## src/rtl/regfile_pkg.sv

```systemverilog
// Shared constants for the register file, operand decoder and write-back mux.
// The REGFILE_BYPASS_EN macro (see regfile_sb) does not change anything here.
package regfile_pkg;

    localparam int unsigned DW       = 32;
    localparam int unsigned AW       = 5;
    localparam int unsigned NREG     = 2 ** AW;
    localparam int unsigned REG_ZERO = 0;

endpackage

```

## src/rtl/regfile_scoreboard.sv

```systemverilog
// Pending-write scoreboard: one busy bit per register, set on issue and cleared on write-back.
// Build option: REGFILE_BYPASS_EN lets a write-back arriving this cycle satisfy a pending read.
module regfile_scoreboard
    import regfile_pkg::*;
#(
    parameter int unsigned AW = regfile_pkg::AW
) (
    input  logic              clock,
    input  logic              reset,
    input  logic [AW-1:0]     rna,
    input  logic [AW-1:0]     rnb,
    input  logic              use_a,
    input  logic              use_b,
    input  logic              we,
    input  logic [AW-1:0]     wn,
    input  logic              issue,
    input  logic [AW-1:0]     issue_rd,
    output logic              stall,
    output logic [2**AW-1:0]  busy
);

    localparam int unsigned NR = 2 ** AW;

    logic [NR-1:0] busy_q, busy_d;
    logic          wr_en, set_en;
    logic          hit_a, hit_b;

    assign wr_en  = we && (wn != AW'(REG_ZERO));
    assign set_en = issue && !stall && (issue_rd != AW'(REG_ZERO));

    always_comb begin
        hit_a = use_a && busy_q[rna];
        hit_b = use_b && busy_q[rnb];
`ifdef REGFILE_BYPASS_EN
        if (wr_en && (wn == rna)) hit_a = 1'b0;
        if (wr_en && (wn == rnb)) hit_b = 1'b0;
`endif
        stall = hit_a || hit_b;
    end

    // Clear first so a same-edge issue to the same register wins.
    always_comb begin
        busy_d = busy_q;
        if (wr_en)  busy_d[wn]       = 1'b0;
        if (set_en) busy_d[issue_rd] = 1'b1;
    end

    always_ff @(posedge clock) begin
        if (reset) begin
            busy_q <= '0;
        end else begin
            busy_q <= busy_d;
        end
    end

    assign busy = busy_q;

endmodule

```

## src/rtl/regfile_sb.sv

```systemverilog
// Three-port 2^AW x DW register file with pending-write scoreboard; R0 reads as zero.
// Build option: define REGFILE_BYPASS_EN for same-cycle write-through forwarding to qa/qb.
module regfile_sb
    import regfile_pkg::*;
#(
    parameter int unsigned DW = regfile_pkg::DW,
    parameter int unsigned AW = regfile_pkg::AW
) (
    input  logic              clock,
    input  logic              reset,
    input  logic [AW-1:0]     rna,
    input  logic [AW-1:0]     rnb,
    input  logic              use_a,
    input  logic              use_b,
    output logic [DW-1:0]     qa,
    output logic [DW-1:0]     qb,
    input  logic              we,
    input  logic [AW-1:0]     wn,
    input  logic [DW-1:0]     d,
    input  logic              issue,
    input  logic [AW-1:0]     issue_rd,
    output logic              stall,
    output logic [2**AW-1:0]  busy
);

    localparam int unsigned NR = 2 ** AW;

    logic [DW-1:0] regs_q [NR];
    logic          wr_en;

    assign wr_en = we && (wn != AW'(REG_ZERO));

    // Entry 0 is reset to zero and never written, so it reads back as zero.
    always_ff @(posedge clock) begin
        if (reset) begin
            for (int i = 0; i < int'(NR); i++) begin
                regs_q[i] <= '0;
            end
        end else if (wr_en) begin
            regs_q[wn] <= d;
        end
    end

`ifdef REGFILE_BYPASS_EN
    assign qa = (wr_en && (wn == rna)) ? d : regs_q[rna];
    assign qb = (wr_en && (wn == rnb)) ? d : regs_q[rnb];
`else
    assign qa = regs_q[rna];
    assign qb = regs_q[rnb];
`endif

    regfile_scoreboard #(
        .AW (AW)
    ) u_scoreboard (
        .clock    (clock),
        .reset    (reset),
        .rna      (rna),
        .rnb      (rnb),
        .use_a    (use_a),
        .use_b    (use_b),
        .we       (we),
        .wn       (wn),
        .issue    (issue),
        .issue_rd (issue_rd),
        .stall    (stall),
        .busy     (busy)
    );

endmodule

```

## config.mk

```make
export PLATFORM = sky130hd
export DESIGN_NAME = regfile_sb
export DESIGN_NICKNAME = d
export VERILOG_FILES = /design/src/rtl/regfile_pkg.sv /design/src/rtl/regfile_scoreboard.sv /design/src/rtl/regfile_sb.sv
export SDC_FILE = /design/constraint.sdc
export NUM_CORES = 2
export LEC_CHECK = 0
export CAP_MARGIN = 30
export CORE_MARGIN = 3
export CORE_UTILIZATION = 63
export DETAILED_ROUTE_END_ITERATION = 7
export PLACE_DENSITY = 0.84
export REMOVE_ABC_BUFFERS = 1
export SLEW_MARGIN = 20
export SYNTH_ARGS = -nofsm -noshare
export SYNTH_HDL_FRONTEND = slang
export SYNTH_HIERARCHICAL = 1
export SYNTH_SLANG_ARGS = --single-unit
```

## constraint.sdc

```tcl
create_clock -name clock -period 2.4 [get_ports clock]
set_clock_uncertainty 0.05 [all_clocks]
set_input_delay 0.24 -clock clock [delete_from_list [all_inputs] [get_ports clock]]
set_output_delay 0.24 -clock clock [all_outputs]
set_load 0.02 [all_outputs]
```

# Yosys cells after proc, flatten, opt, wreduce, memory -nomap -nowiden
# Memory sizes are Yosys's and may differ from the RTL's.
# Index checks and enable logic that the tools add are counted.
# op_classes
bitwise	3
muxes	18
n_eq_ne	0
div	0
n_addsub	0
mul	0
n_shift	0
n_reduce_logical	12
n_lt_le_gt_ge	6
# ops
operator	n
32-bit two-way mux	3
32-bit bitwise AND	1
32-bit NOT	1
32-bit OR	1
32-bit OR reduction	1
5-bit by 6-bit < comparator with 1-bit output, second input constant	4
1-bit binary-select mux with 5-bit select	2
1-bit demux with 5-bit select	2
5-bit by 1-bit >= comparator with 1-bit output, second input constant	2
1-bit two-way mux	10
5-bit nonzero test	2
1-bit logical AND	7
5-bit two-way mux	1
1-bit logical NOT	1
1-bit logical OR	1
# word_totals
memories	1
wordCells	41
in_bits	58
output_inout_bits	97
rom_bits	0
latchBits	0
ff_bits	32
ramBits	1024
# memory_table
memory	depth	width	rd	rd_ports_with_merged_regs	write_ports	line_no	text
regs_q	32	32	2	0	32	regfile_sb.sv:28	logic [DW-1:0] regs_q [NR];

# Longest topological paths before layout
# depth
depth_word	9
depth_mapped	8

# Modules after synthesis
# Netlist, hierarchy kept.
# by_module_without_submodules
mod	area_per_inst_um2	instances	cells_each	seq_area_each_um2
regfile_sb	55896.1	1	4605	30749.5
regfile_scoreboard	2025.7	1	213	640.6

# Least setup slack after synthesis
# No wires, ideal clock.
# synth_timing
kind	input to output
start	input rnb[0]
end	output stall
n_path_buf	2
slack_ns	0.456
path_stages	6
required_time_ns	2.110
arrival_ns	1.654
path_cell_list	buf_6 > mux4_1 > mux2_2 > o221ai_2 > o2bb2ai_2 > buf_2
# synth_via
elab_chain_len	4
# synth_lines
item	line_no	text
start: declaration	regfile_sb.sv:12	input logic [AW-1:0] rnb,
1-bit binary-select mux with 5-bit select	regfile_scoreboard.sv:33	hit_b = use_b && busy_q[rnb];
1-bit two-way mux (not written as such)	regfile_scoreboard.sv:33	
1-bit logical AND	regfile_scoreboard.sv:33	
1-bit logical OR	regfile_scoreboard.sv:38	stall = hit_a || hit_b;
end: declaration	regfile_sb.sv:22	output logic stall,
# Every way passes these cells. The select of a mux whose other input is x is not followed.

==> metrics.csv <==
metric,value,unit
status,"complete, but fails checks",
failing checks,setup timing,
Tot GR Track Use,42.0,%
Nets,5254,
area grow syn2layout,21.4,%
worst hold slack,0.271,ns
RR Startpoint,u_scoreboard/busy[19]$_SDFF_PP0_,
sink count of the clock tree,1056,
"Hold Vio Cnt, Final",0,
DRC viols,0,
clk root buf,clkbuf_16,
period utilisation layout,108,%
largest net degree at the start of global routing,58,
Pwr per Cell Area,645,nW/um2
"EDFF count, synth",1024,
Max-slew headroom,54.5,%
clock transition at the registers of the reported paths,0.06,ns
Total Routed Length,204000,um
iteration-0 DRC count of the detailed router,7411,
initial antenna violation count,9,
Detailed Place HPWL,127000,um
vias in the first global route,46206,
Syn Inst Count,4818,
slowest CP cell,edfxtp_1,
CP startpoint,regs_q[0][17]$_SDFFCE_PN0P_,
post-synthesis cell type count,51,
area of the multi-input gates,26000,um2
CTS Buf Count,108,
critical path class,reg -> out,
die area,95600,um2
maximum vdd drop,0.607,mV
clk buf depth,3,
arrival time at the worst endpoint,2.31,ns
#FFs+latches synth,1056,
vias,45796,
largest cells by area after synthesis,"edfxtp_1, mux2i_1, and2_1",
CP max FO,2,
via/cell ratio,7.08,
TritonCTS clock tree,yes,
most numerous cell in the Yosys netlist,mux2i_1,
final worst slack,-0.202,ns
worst-skew pair later-pin latency,0.70,ns
"Seq/Total Area, Yosys",54.2,%
Tot Pwr,45.4,mW
Yosys warnings,6,
top cell type by total area after synthesis,edfxtp_1,
mapped cell area,57900,um2
maxcap violations,0,
Static Leak,27.9,nW
fill count,5135,
CTS H-tree lvls,3,
Avg Synthesized Cell Area,12.0,um2
Worst path max stage delay,0.47,ns
actual slew at the worst max-slew pin,0.682,ns
Final Max Tran Viols,0,
GRT Residual Overflow,0,
hold path startpoint,issue_rd[3],
share of cells above drive strength 1,19.9,%
final core occ,77.6,%
first-pass GRT wire length,294000,um
fin crit period,2.60,ns
Synth top area share,53.1,%
Critical Path Start Type,flop,
# setup viols final,46,
gpl congestion,0.979,
Hold Crit Class,in -> reg,
Final ANT Viol Nets,0,
Die W,309,um
RSZ-0062 raised after global routing,yes,
Crit path required time,2.11,ns
"top cells by count, synth","mux2i_1, edfxtp_1, and2_1",
Core ar.,90600,um2
register area,31400,um2
first-pass iteration count of the detailed router,7,
Port-buffer cells,154,
"Async S/R FF share, synth",0,%
num ports,155,
fmax,384,MHz
"critical path, cell by cell",mux2i_1 > a22o_1 > nor3_1 > a31oi_1 > buf_4 > nand3_4 > buf_6,
top_reg_cell synth,edfxtp_1,
wire length per cell,31.6,um
Die Height,309,um
initial core utilization,64.0,%
Crit. End Element,output pin,
Rows,110,
==> path summary, 6_finish.rpt <==
kind | end | slack, ns | cells past startpoint
max | qb[17] | -0.20 | 7
min | u_scoreboard/busy[28]$_SDFF_PP0_ | 0.27 | 3
max reg2reg | u_scoreboard/busy[24]$_SDFF_PP0_ | 0.23 | 6
min reg2reg | u_scoreboard/busy[10]$_SDFF_PP0_ | 0.46 | 2
==> critical path: cells and delay by family, from the launching register on <==
family / cells / cell delay [ns]
compound gates: 2 / 0.41
buf+inv: 2 / 0.36
flops: 1 / 0.47
mux: 1 / 0.24
simple gates: 2 / 0.14
==> state kept, by name, summed over array words and instances (netlist names) <==
register / count
regs_q: 1024
u_scoreboard/busy: 32
==> layout by cell type (no fill, tap or decap), types with 8 or more instances in the layout <==
cell             synthesis  routed
nor3_1                  65      11
nand3_2                  1      30
o31ai_1                 21      21
clkinv_2                 0      25
o22ai_1                  8       8
nor2_2                   7      12
edfxtp_1              1024    1024
buf_8                    0      10
a31oi_1                 65      34
mux4_2                  13      15
clkinv_1                 0      25
a31oi_4                  0      27
or2_2                   36      35
nor3_2                   0      40
clkdlybuf4s50_1          0      81
buf_12                   0     157
and2_1                 995     993
nand3_4                  0      34
nand2_1                227     225
dfxtp_1                 32      16
clkbuf_16                0     110
buf_6                   15      91
a21oi_1                192     190
nand3_1                217     154
o211ai_1                10      10
nor2_4                   7      21
mux2i_1               1027    1013
clkbuf_1               226      22
a22o_1                 128     126
diode_2                  0      12
a22oi_1                192     191
mux2i_2                  0      14
nand3b_1                 8       8
dfxtp_2                  0      13
buf_4                   64     341
nor3_4                   0      14
conb_1                   1      32
==> cell families after synthesis <==
kind of cell           synth area share, %
and+or+nand+nor                       16.0
DFF                                   54.2
muxes                                 18.4
AOI/OAI and AO/OA                     7.46
buffers and inverters                 3.92
other                              0.00647
==> power breakdown <==
group | switching (mW) | internal, mW
registers | 0.600 | 21.2
logic | 4.24 | 2.93
clock network | 7.28 | 9.11
==> final cells by class <==
class / count / share of cell area (%)
Tap cell: 1176 / 2.09
Sequential cell: 1056 / 44.7
Timing Repair Buffer: 696 / 11.4
Clock buffer: 132 / 4.03
Multi-Input combinational cell: 3330 / 37.0
Antenna cell: 12 / 0.0427
Inverter: 4 / 0.0214
Clock inverter: 65 / 0.731
==> timing repair <==
| item | 4_1_cts | 5_1_grt |
|---|---|---|
| endpoints found under the setup margin | 67 | 65 |
| gates resized for setup | 643 | 72 |
| gates cloned | 6 | 0 |
| pin swaps | 103 | 73 |
| hold endpoints to repair | 1 | 0 |
| setup buffers | 30 | 6 |
| hold buffers | 1 | 0 |
==> per-stage QoR <==
stage | worst slack [ns] | cells | setup TNS [ns] | area (um2)
after floorplan | -3.15 | 4390 | -201.91 | 55800
after global placement | -1.09 | 6247 | -69.46 | 64800
after detailed placement | -1.09 | 6247 | -72.58 | 64800
after CTS | -0.222 | 6456 | -2.47 | 69900
after global routing | -0.219 | 6460 | -5.68 | 70300
final | -0.202 | 6471 | -3.83 | 70300
==> per-layer routing <==
layer | track usage (%) | up-vias | wire, um
met5 | 0 | - | 40
met4 | 29.9 | 2 | 17300
met3 | 12.5 | 1123 | 30100
met2 | 63.8 | 4200 | 90300
met1 | 51.6 | 22004 | 66700
li1 | - | 18467 | -
Note: power is estimated with default switching activity, not from simulation.
